**config.mk**
```make
export PLATFORM = sky130hd
export DESIGN_NAME = sm_seq_mul
export DESIGN_NICKNAME = d
export VERILOG_FILES = /design/src/rtl/sm_seq_mul.sv
export SDC_FILE = /design/constraint.sdc
export NUM_CORES = 1
export LEC_CHECK = 0
export BUFFER_PORTS_ARGS = -buffer_cell sky130_fd_sc_hd__buf_2
export CAP_MARGIN = 0
export CORE_UTILIZATION = 50
export DETAILED_ROUTE_END_ITERATION = 12
export PLACE_DENSITY = 0.7
export REMOVE_ABC_BUFFERS = 1
export SYNTH_ARGS = -nofsm -noshare
export SYNTH_HDL_FRONTEND = slang
export SYNTH_SLANG_ARGS = --single-unit
```
**constraint.sdc**
```tcl
create_clock -name i_clk -period 2.6 [get_ports i_clk]
set_input_delay 0.13 -clock i_clk [delete_from_list [all_inputs] [get_ports i_clk]]
set_output_delay 0.13 -clock i_clk [all_outputs]
set_load 0.02 [all_outputs]
```
**src/rtl/sm_seq_mul.sv**
```systemverilog
// Sequential sign-magnitude multiplier: shift-add over one magnitude bit per clock,
// with a start/busy/done handshake, zero bypass and negative-zero normalisation.
module sm_seq_mul #(
    parameter int MAG_W = 4
) (
    input  logic             i_clk,
    input  logic             i_rst,
    input  logic             i_start,
    input  logic [MAG_W:0]   i_A,
    input  logic [MAG_W:0]   i_B,
    output logic             o_busy,
    output logic             o_done,
    output logic [2*MAG_W:0] o_res,
    output logic             o_Z
);

    localparam int CNT_W = (MAG_W > 1) ? $clog2(MAG_W) : 1;
    localparam int ACC_W = 2 * MAG_W;

    typedef enum logic {
        IDLE,
        CALC
    } state_t;

    state_t           state;
    state_t           state_next;
    logic [MAG_W-1:0] mag_a;
    logic [MAG_W-1:0] mag_b;
    logic             sgn;
    logic [ACC_W-1:0] acc;
    logic [ACC_W-1:0] acc_next;
    logic [ACC_W-1:0] partial;
    logic [CNT_W-1:0] cnt;
    logic             op_zero;
    logic             load;
    logic             bypass;
    logic             finish;

    // Either magnitude being zero (including -0) short-circuits the whole iteration.
    assign op_zero  = (i_A[MAG_W-1:0] == '0) || (i_B[MAG_W-1:0] == '0);
    assign partial  = {{MAG_W{1'b0}}, mag_a} << cnt;
    assign acc_next = mag_b[cnt] ? acc + partial : acc;
    assign o_busy   = (state == CALC);

    // NOTE: every output of this block gets a default first, so no path leaves one unassigned and no latch is inferred.
    always_comb begin
        state_next = state;
        load       = 1'b0;
        bypass     = 1'b0;
        finish     = 1'b0;
        case (state)
            IDLE: begin
                if (i_start) begin
                    if (op_zero) begin
                        bypass = 1'b1;
                    end else begin
                        load       = 1'b1;
                        state_next = CALC;
                    end
                end
            end
            CALC: begin
                if (cnt == CNT_W'(MAG_W - 1)) begin
                    finish     = 1'b1;
                    state_next = IDLE;
                end
            end
        endcase
    end

    // NOTE: sequential state uses non-blocking assignments so every register samples pre-edge values.
    always_ff @(posedge i_clk) begin
        if (i_rst) begin
            state <= IDLE;
        end else begin
            state <= state_next;
        end
    end

    // NOTE: the operand/accumulator registers are plain flops, not a memory array, so clearing them on reset is cheap.
    always_ff @(posedge i_clk) begin
        if (i_rst) begin
            mag_a  <= '0;
            mag_b  <= '0;
            sgn    <= 1'b0;
            acc    <= '0;
            cnt    <= '0;
            o_done <= 1'b0;
            o_res  <= '0;
            o_Z    <= 1'b1;
        end else begin
            o_done <= bypass | finish;
            if (load || bypass) begin
                mag_a <= i_A[MAG_W-1:0];
                mag_b <= i_B[MAG_W-1:0];
                sgn   <= i_A[MAG_W] ^ i_B[MAG_W];
            end
            if (load) begin
                acc <= '0;
                cnt <= '0;
            end
            if (bypass) begin
                o_res <= '0;
                o_Z   <= 1'b1;
            end
            if (state == CALC) begin
                acc <= acc_next;
                cnt <= cnt + CNT_W'(1);
            end
            // Sign is gated by a non-zero magnitude so -0 can never be produced.
            if (finish) begin
                o_res <= {sgn && (acc_next != '0), acc_next};
                o_Z   <= (acc_next == '0);
            end
        end
    end

endmodule

```
After elaboration in Yosys (flattened, before gate mapping):

Cells that the tools add are included.
W data, S select, Z words.

* add/subtract/negate cells: 2
* reductions and logical operators: 9
* mux-type cells: 21
* bitwise logic cells: 3
* shifts and indexed selects: 1
* magnitude comparators: 1
* eq/ne operators: 1

Operators with widths (count)
* $mux W8: 3
* $mux W9: 2
* $mux W1: 12
* $add A8 B8 Y8: 1
* $logic_not A4 Y1: 2
* $logic_not A8 Y1: 1
* $reduce_bool A8 Y1: 1
* $shl A4 B2 Y8: 1
* $mux W2: 2
* $reduce_bool A2 Y1: 2
* $lt A2 B3 Y1 const B: 1
* $add A2 B1 Y2 const B: 1
* $bmux W1 S2: 1
* $eq A2 B2 Y1 const B: 1
* $logic_or A1 B1 Y1: 2
* $pmux W1 S2: 1
* $logic_and A1 B1 Y1: 1
* $not A1 Y1: 1
* $or A1 B1 Y1: 1
* $xor A1 B1 Y1: 1

* output and inout port bits: 12
* bits in registers: 31
* logic and storage cells: 47

Depth between registers and ports, before layout:

* word-level depth: 7
* mapped depth: 11
* mapped depth without buffers: 10

Worst setup path before layout:

No wires, ideal clock.

* path type: reg-to-reg
* from: register cnt[0]
* to: register o_res[8]
* data arrival time: 2.469 ns
* library setup time: 0.127 ns
* clock period less this slack: 2.596 ns
* path slack: 0.004 ns
* path buffers: 1
* cell stages (with the launch flop): 11
* required time: 2.473 ns
* cells stage by stage: dfxtp_1 -> clkbuf_1 -> mux2i_1 -> nor2_1 -> fa_1 -> a211oi_1 -> nor2_1 -> xor2_1 -> o31a_1 -> nand4bb_1 -> o2bb2ai_1

* cells in the longest elaborated chain, start to end: 6
* elaborated cells between the ends (all ways): 12
* those cells by class: 1 x add/sub; 1 x eq/ne; 1 x shift; 6 x mux; 3 x reduce/logical

RTL lines
* start: declaration: line 33 `logic [CNT_W-1:0] cnt;`
* start signal: assignment: line 108 `cnt <= cnt + CNT_W'(1);`
* $shl A4 B2 Y8 or $bmux W1 S2 (tied branches): line 41, 42
* $add A8 B8 Y8 or $mux W1 (tied branches): line 42 `assign acc_next = mag_b[cnt] ? acc + partial : acc;`
* $mux W8: line 42
* $reduce_bool A8 Y1: line 112 `o_res <= {sgn && (acc_next != '0), acc_next};`
* $logic_and A1 B1 Y1: line 112
* $mux W9: line 111 `if (finish) begin`
* end signal: assignment: line 112
* end: declaration: line 13 `output logic [2*MAG_W:0] o_res,`

Several ways; a longest one is shown, not always the timed one. The select of a mux whose other input is x is not followed.
A chain may end at the register's enable or synchronous reset.

Worst setup path after layout:

* from: register cnt[1]
* to: register o_res[8]

The elaborated chain is that of the path after synthesis.

==> run summary <==
Core Region = 0.00308 sq mm
outcome = completed
layout cell share with drive strength beyond 1 = 26.3%
worst-margin pin slew = 0.590 ns
# port buffers = 24
vias in the first global route = 1370
Max VDD drop = 0.345 mV
post-synthesis sequential area ratio = 37.9%
CP Class = register to register
mapped cell area = 0.00164 sq mm
crit start category = register
critical path data required time = 2.80 ns
worst clock skew = 0.00686 ns
CP Data Arrival Time = 2.73 ns
ranking of synthesized cells by area = dfxtp_1 38%, nand2_1 6.2%, ha_1 6.1%, a21oi_1 5.8%, a22oi_1 5.0%
total number of vias = 1489
ys async rst share = 0%
share of the synthesized area in the top cell type = 37.9%
Slew headroom = 60.6%
number of remaining DRC errors = 0
CP top delay family = compound AO/OA/AOI/OAI gates
Die W = 59.3 microns
P per Cell Area = 457 mW/mm^2
vias per cell = 5.56
DR pass1 iterations = 4
Post-synth EDFFs = 0
initial DRC count = 84
Hold Violations, Final = 0
max_cap viols = 0
grt ovf = 0
largest net degree at the start of global routing = 33
mean routed wirelength per cell = 13.9 microns
CTS H-tree lvls = 2
die area = 0.00351 sq mm
TritonCTS Buffers = 5
fillcell total = 272
Fmax = 396 MHz
Cell variety after synth = 41
synthesized area per cell = 8.45 sq um
hpwl dp = 2.78 mm
CTS Buffer Depth = 2
placer congestion estimate = 0.861
clock sinks = 31
synthesis-stage register bit count = 31
CP max stage delay = 0.38 ns
min Tclk post-route = 2.53 ns
Post-Route WL = 3.74 mm
synthesis warning total = 0
register area = 623 sq um
pre-CTS setup slack = -0.0654 ns
CP Capture Type = register
Multi-input gate area = 0.00105 sq mm
# rows = 20
worst skew pair latency = 0.32 ns
Initial Utilization = 53.3%
CP max-delay cell = fa_2
Tcrit/Tclk final = 97.2%
Synth-to-Final Area Change = 21.4%
WP buf/inv = 1
CTS tree = built
CTS Root Cell = clkbuf_4
Final #Nets = 246
crit-path cells = buf_6 -> nor3b_1 -> ha_1 -> fa_2 -> a211oi_2 -> nor2_1 -> xor2_1 -> o31a_1 -> nand4bb_1 -> o2bb2ai_2
initial antenna violation count = 0
Leak = 0.836 nW
final slew viol count = 0
cells after synthesis = 194
setup tns final = 0 ns
ANT cells = 0
Crit Path Max Fanout = 10
final setup fails = 0
first-pass GRT wire length = 6.20 mm
height of the die = 59.3 microns
All-Layer GR Usage = 24.1%
Hold WC Path Type = input pin to register
Final WS setup = 0.0723 ns
largest area contributor in the netlist = dfxtp_1
Post-CTS Hold Fix Bufs = 0
Ports = 25
CTS clk-pin slew, worst paths = 0.09 ns
antenna-violating nets left = 0
dominant synthesized flop cell = dfxtp_1
[worst paths after layout]
kind                         start                     to  slack (ns)  cells past startpoint
min reg2reg  o_res[5]$_SDFFE_PP0P_  o_res[5]$_SDFFE_PP0P_        0.45                      2
max            cnt[1]$_SDFFE_PP0P_  o_res[8]$_SDFFE_PP0P_        0.07                     10
min                         i_B[1]  mag_b[1]$_SDFFE_PP0P_        0.04                      3
max reg2reg    cnt[1]$_SDFFE_PP0P_  o_res[8]$_SDFFE_PP0P_        0.07                     10
[cell usage after synthesis (2+ instances only)]
master / count
nor2b_1: 6
buf_2: 2
mux2_2: 3
nand3b_1: 2
nor4_1: 2
ha_1: 8
mux2i_1: 4
nor2_1: 22
o21ai_0: 8
xor2_1: 2
nor3b_1: 2
a21oi_1: 19
and2_1: 2
nor3_1: 2
clkbuf_1: 10
o21a_1: 2
nand2_1: 27
mux2_1: 3
xnor2_1: 3
dfxtp_1: 31
a31oi_1: 2
and3_1: 2
a22oi_1: 11
a211oi_1: 2
[routing by layer]
metal	track usage, %	share of wire [%]
met3	6.11	3.5
met5	0	0
met2	39.0	47
met1	31.0	48
met4	8.50	0.83
[cell families after synthesis]
group                    count (synthesis)  synth area share [%]
adder cells (fa/ha/maj)                  9                  7.33
AND/OR/NAND/NOR                         72                  20.5
multiplexers                            11                  7.94
AO/OA/AOI/OAI                           54                  20.8
XOR/XNOR                                 5                  2.67
buffers and inverters                   12                  2.90
flip-flops                              31                  37.9
[what timing repair did]
action | 4_1_cts | 5_1_grt
setup endpoints to repair | 2 | 4
setup buffers | 0 | 2
pin swaps | 0 | 9
resized for setup | 2 | 15
[stage by stage]
step | utilization [%] | hold slack [ns] | power (mW) | instance area (sq um) | cells
floorplan | - | 0.199 | 0.577 | 1590 | 182
global placement | 59.6 | 0.386 | 0.624 | 1830 | 259
detailed placement | 59.6 | 0.389 | 0.629 | 1830 | 259
CTS | 61.8 | 0.0300 | 0.910 | 1900 | 266
global route | 64.6 | 0.0346 | 0.952 | 1990 | 268
finish | 64.6 | 0.0443 | 0.909 | 1990 | 268
[cell type report]
cell class                      count  share of cell area, %
Timing Repair Buffer               35                   10.4
Clock inverter                      1                  0.252
Sequential cell                    31                   31.3
Tap cell                           44                   2.77
Clock buffer                        6                   2.58
Multi-Input combinational cell    151                   52.7
[where the power goes]
part	internal (mW)	switching, mW
clock network	0.125	0.156
registers	0.487	0.0158
logic	0.0568	0.0680
total	0.669	0.240
[cell usage in the layout, fill, tap and decap left out, types with 3 or more instances in the layout]
master,synthesis,routed
dfxtp_1,31,29
nand2_1,27,27
buf_2,2,24
nor2_1,22,22
a21oi_1,19,19
a22oi_1,11,11
buf_4,0,10
ha_1,8,8
o21ai_0,8,7
nor2b_1,6,6
clkbuf_4,0,5
mux2i_1,4,3
mux2_1,3,3
[sequential cells by signal (all words and copies together) (netlist names)]
register and cells:
o_Z 1, acc 8, mag_a 4, mag_b 4, o_res 9, o_busy 1
sgn 1, o_done 1, cnt 2
[worst reg2reg max path: stages (launching register included)]
cell,delay (ns)
dfxtp_2,0.36
buf_6,0.15
nor3b_1,0.07
ha_1,0.21
fa_2,0.38
a211oi_2,0.27
nor2_1,0.10
xor2_1,0.17
o31a_1,0.30
nand4bb_1,0.24
o2bb2ai_2,0.17
Note: power is estimated with default switching activity, not from simulation.
